<file path="src/rtl/aliniere_adunare.sv">
// Alignment and add/subtract stage of a single-precision adder.
// Unpacks two operands, aligns the smaller mantissa one bit per cycle with a
// sticky bit, then adds or subtracts magnitudes for a later normalization stage.
module aliniere_adunare (
    input  logic        clk,
    input  logic        rst_n,
    input  logic        in_valid,
    output logic        in_ready,
    input  logic [31:0] a,
    input  logic [31:0] b,
    input  logic        op,
    output logic        out_valid,
    input  logic        out_ready,
    output logic [27:0] sum_mag,
    output logic        sign,
    output logic [7:0]  exp_c,
    output logic        zero,
    output logic        special
);

    typedef enum logic [2:0] {
        IDLE,
        COMPARE,
        SHIFT,
        ADD,
        DONE
    } state_t;

    state_t      r_state;
    state_t      w_next;

    logic [31:0] r_a;
    logic [31:0] r_b;
    logic        r_op;
    logic [26:0] r_large;
    logic [26:0] r_small;
    logic [4:0]  r_cnt;
    logic        r_largeSign;
    logic [27:0] r_sumMag;
    logic        r_sign;
    logic [7:0]  r_expC;
    logic        r_zero;
    logic        r_special;

    logic [7:0]  w_expA;
    logic [7:0]  w_expB;
    logic [26:0] w_mantA;
    logic [26:0] w_mantB;
    logic        w_aLarge;
    logic [7:0]  w_expDiff;
    logic [4:0]  w_shiftAmt;
    logic        w_signB;
    logic        w_effSub;
    logic        w_special;
    logic [26:0] w_shifted;
    logic [27:0] w_sum;

    // Denormals (exponent 0) behave as exponent 1 without the hidden bit.
    assign w_expA     = (r_a[30:23] == 8'd0) ? 8'd1 : r_a[30:23];
    assign w_expB     = (r_b[30:23] == 8'd0) ? 8'd1 : r_b[30:23];
    assign w_mantA    = {(r_a[30:23] != 8'd0), r_a[22:0], 3'b000};
    assign w_mantB    = {(r_b[30:23] != 8'd0), r_b[22:0], 3'b000};

    // Exponent sits above the mantissa, so this also orders by exponent first.
    assign w_aLarge   = ({w_expA, w_mantA} >= {w_expB, w_mantB});
    assign w_expDiff  = w_aLarge ? (w_expA - w_expB) : (w_expB - w_expA);
    assign w_shiftAmt = (w_expDiff > 8'd27) ? 5'd27 : w_expDiff[4:0];

    assign w_signB    = r_b[31] ^ r_op;
    assign w_effSub   = r_a[31] ^ w_signB;
    assign w_special  = (&r_a[30:23]) | (&r_b[30:23]);

    // One-bit right shift; the bit falling off bit 0 stays folded into bit 0.
    assign w_shifted  = {1'b0, r_small[26:2], r_small[1] | r_small[0]};
    assign w_sum      = w_effSub ? ({1'b0, r_large} - {1'b0, r_small})
                                 : ({1'b0, r_large} + {1'b0, r_small});

    assign in_ready   = (r_state == IDLE);
    assign out_valid  = (r_state == DONE);
    assign sum_mag    = r_sumMag;
    assign sign       = r_sign;
    assign exp_c      = r_expC;
    assign zero       = r_zero;
    assign special    = r_special;

    // State register; reset aborts any operation in flight.
    always_ff @(posedge clk or negedge rst_n) begin
        if (!rst_n) begin
            r_state <= IDLE;
        end else begin
            r_state <= w_next;
        end
    end

    // Next-state logic: d shift cycles only when the exponents differ.
    always_comb begin
        w_next = r_state;
        case (r_state)
            IDLE:    if (in_valid) w_next = COMPARE;
            COMPARE: w_next = (w_shiftAmt != 5'd0) ? SHIFT : ADD;
            SHIFT:   if (r_cnt == 5'd1) w_next = ADD;
            ADD:     w_next = DONE;
            DONE:    if (out_ready) w_next = IDLE;
            default: w_next = IDLE;
        endcase
    end

    // Datapath: capture, order operands, align, then add/subtract into outputs.
    always_ff @(posedge clk or negedge rst_n) begin
        if (!rst_n) begin
            r_a         <= 32'd0;
            r_b         <= 32'd0;
            r_op        <= 1'b0;
            r_large     <= 27'd0;
            r_small     <= 27'd0;
            r_cnt       <= 5'd0;
            r_largeSign <= 1'b0;
            r_sumMag    <= 28'd0;
            r_sign      <= 1'b0;
            r_expC      <= 8'd0;
            r_zero      <= 1'b0;
            r_special   <= 1'b0;
        end else begin
            case (r_state)
                IDLE: begin
                    if (in_valid) begin
                        r_a  <= a;
                        r_b  <= b;
                        r_op <= op;
                    end
                end
                COMPARE: begin
                    r_large     <= w_aLarge ? w_mantA : w_mantB;
                    r_small     <= w_aLarge ? w_mantB : w_mantA;
                    r_expC      <= w_aLarge ? w_expA : w_expB;
                    r_largeSign <= w_aLarge ? r_a[31] : w_signB;
                    r_cnt       <= w_shiftAmt;
                end
                SHIFT: begin
                    r_small <= w_shifted;
                    r_cnt   <= r_cnt - 5'd1;
                end
                ADD: begin
                    r_special <= w_special;
                    if (w_special) begin
                        r_sumMag <= 28'd0;
                        r_zero   <= 1'b0;
                        r_sign   <= 1'b0;
                    end else begin
                        r_sumMag <= w_sum;
                        r_zero   <= (w_sum == 28'd0);
                        r_sign   <= (w_sum == 28'd0) ? 1'b0 : r_largeSign;
                    end
                end
                default: begin
                end
            endcase
        end
    end

endmodule

</file>
<file path="config.mk">
export PLATFORM = sky130hd
export DESIGN_NAME = aliniere_adunare
export DESIGN_NICKNAME = d
export VERILOG_FILES = /design/src/rtl/aliniere_adunare.sv
export SDC_FILE = /design/constraint.sdc
export NUM_CORES = 1
export LEC_CHECK = 0
export BUFFER_PORTS_ARGS = -buffer_cell sky130_fd_sc_hd__buf_2
export CAP_MARGIN = 30
export CORE_UTILIZATION = 65
export DETAILED_ROUTE_END_ITERATION = 10
export PLACE_DENSITY = 0.87
export SYNTH_ARGS = -nofsm -noshare
export SYNTH_HDL_FRONTEND = slang
export SYNTH_SLANG_ARGS = --single-unit
</file>
<file path="constraint.sdc">
create_clock -name clk -period 11.34 [get_ports clk]
set_input_delay 0.567 -clock clk [delete_from_list [all_inputs] [get_ports clk]]
set_output_delay 0.567 -clock clk [all_outputs]
set_load 0.05 [all_outputs]
</file>
==> metrics.txt <==
Slew Viols, Final 0; hold-fix buffers at CTS 0; DIE AREA 16680 sq um; WL final 25220 um; Die Wd 129.1 um; DIE HEIGHT 129.1 um; Hold Crit Class input port to asynchronous set/reset pin; H-tree Lvls 4; Final Setup Violations 0; IO Count 110; share of cells above drive strength 1 16.37%; Final Hold Viols 0; Synth Area in Simple Gates 13.50%; CP endpoint kind register; Clock transition at path regs 0.07 ns; synthesized area per cell 9.176 sq um; CP Class register to register; Core ar. 15830 sq um; Max transition margin 34.80%; maximum fanout along the worst path 8; CTS-repair resized insts 0; Async SR Flop Fraction 100.0%; CP arrival 5.53 ns; Mapped Cells 1145; pin count of the biggest net entering global routing 106; GRT Resource Usage Total 31.54%; dominant cells by area after synthesis dfrtp_1 (39%), ha_1 (7.7%), o21ai_0 (6.5%); total CTS buffers 17; sequential share of the synthesized area 39.06%; first-pass GRT wire length 40870 um; post-route setup TNS 0 ns; gr ovfl total 0; via-per-instance ratio 6.212; Cell Area, Synth 10510 sq um; CTS Sinks 164; nets 1339; initial antenna violation count 0; critical path launch point type register; Synth Area in XOR/XNOR 4.609%; Skew-Pair Late Insertion Delay 0.44 ns; 1st-iter DRT viols 676; Post-synth top cells dfrtp_1 (164), o21ai_0 (136), nand2_1 (132); DRT antenna net count 0; clk buf depth 2; clock skew 0.008786 ns; max-cap violations 0; yosys synthesis warning count 0; Adder-Cell Fraction of Synth Area 8.122%; Worst Path Required 11.65 ns; Starting Density 66.38%; Synth Flop Type dfrtp_1; EDFF count, synth 0; register bit total from synthesis 164; post-synthesis mux area share 9.503%; Synth Area in Compound Gates 20.01%; Clk Tree Root Cell clkbuf_16; final worst path period need 5.218 ns; Period Utilization, post-route 46.02%; diode count 0; Post-CTS Setup Bufs 0; Netlist cell types 72; hpwl dp 18380 um; largest family of logic cells by synthesized area compound AO/OA/AOI/OAI gates; 1st-pass router iterations 5; post-synth net total 1281; fill count 1113; GP Congestion 0.9479; Area Growth Syn to Fin 11.80%; vias in the first global route 8416; Least-Margin Pin Slew 0.9779 ns; wire per inst 17.61 um; Yosys top cell area share 39.06%; maximum clock rate 0.1916 GHz; RSZ-0062 raised after global routing no; Yosys top cell by area dfrtp_1; row cnt 46; total number of vias 8895; CTS tree yes; drt drc 0; count leader, synth dfrtp_1; Port Buffers 109; status complete, no violations
==> path summary, 6_finish.rpt <==
kind                                  from         end  slack [ns]  cells past startpoint
worst max-delay path            r_small[0]        sign        6.12                     19
min in group clk                 out_ready  r_state[2]        0.31                      2
worst max register to register  r_small[0]        sign        6.12                     19
worst min register to register  sum_mag[5]  sum_mag[5]        0.47                      2
worst min-delay path                 rst_n  sum_mag[2]        0.13                      2
max in group asynchronous            rst_n     r_b[22]       10.57                      2
==> state kept, by name (all words and copies together), names as in the netlist <==
register,cells
r_b,32
exp_c,8
r_largeSign,1
sign,1
r_small,27
special,1
r_a,32
r_cnt,5
r_state,3
zero,1
r_op,1
r_large,24
sum_mag,28
==> cell type report <==
class | count | area, sq um | share of cell area (%)
clock buffers | 18 | 439.2 | 3.739
clock inverters | 14 | 177.7 | 1.513
inverters | 62 | 232.7 | 1.981
multi-input cells | 841 | 5867 | 49.95
flip-flops and latches | 164 | 4104 | 34.94
well taps | 216 | 270.3 | 2.301
repair buffers | 117 | 655.6 | 5.582
==> layer usage <==
layer / vias to the layer above / global-route usage [%] / part of all wire (%)
li1: 4232 / - / -
met1: 4287 / 41.07 / 43
met2: 316 / 52.72 / 48
met3: 60 / 4.748 / 5.4
met4: 0 / 13.08 / 3.1
met5: - / 0 / 0
==> worst max-delay path, stage by stage (launching register included) <==
cell       delay [ns]
dfrtp_1          0.47
inv_1            0.14
ha_1             0.22
inv_1            0.10
or3_1            0.37
nor3_1           0.43
nand3b_1         0.24
nor2_1           0.28
a21oi_1          0.13
xnor2_1          0.14
ha_1             0.35
and4_1           0.27
a221oi_1         0.50
o21ai_0          0.18
a211oi_1         0.28
xnor2_1          0.11
a2111oi_0        0.36
nand4_1          0.18
nor4_1           0.26
a21oi_1          0.07
==> cells by family (layout without fill, tap and decap cells) <==
kind of cell               count (synthesis)  in the layout
adders and majority gates                 67             67
DFF                                      164            164
muxes                                     94             94
and+or+nand+nor                          294            294
buffers and inverters                    140            211
xor gates and xnor gates                  51             51
AOI/OAI and AO/OA                        335            335
==> stage by stage <==
stage	worst slack [ns]	std cells	hold WS (ns)	utilization, %	cell area [sq um]
floorplan	6.688	1145	0.2714	-	10510
detailed placement	6.214	1398	0.4646	69.97	11070
global placement	6.319	1397	0.4566	69.90	11060
CTS	6.143	1430	0.2833	73.87	11690
global route	5.615	1432	0.1885	74.21	11750
finish	6.122	1432	0.1341	74.21	11750
==> layout by cell type, fill, tap and decap left out, types with 4 or more instances in the layout <==
cell and count:
a31oi_1 6, and4_1 6, a22oi_1 24, or3_1 6, nand2_1 131, nor2_1 42
clkinvlp_4 4, clkinv_4 4, dfrtp_1 164, o31ai_1 11, xor2_1 13, nand4_1 16
buf_2 108, clkbuf_16 17, xnor2_1 35, o22ai_1 5, buf_4 5, a21o_1 25
nor3_1 16, ha_1 65, mux2i_1 60, o21ai_0 135, and3_1 8, nand2b_1 9
nand3b_1 6, a22o_1 15, inv_1 62, nor2b_1 7, mux2_2 32, o21bai_1 5
a211oi_1 7, nand3_1 18, a21oi_1 60, a2111o_1 4, nor4_1 13
Power is left out: the tool's default activity adds up to more than one toggle a clock period on the data nets, which glitch-free logic cannot reach.
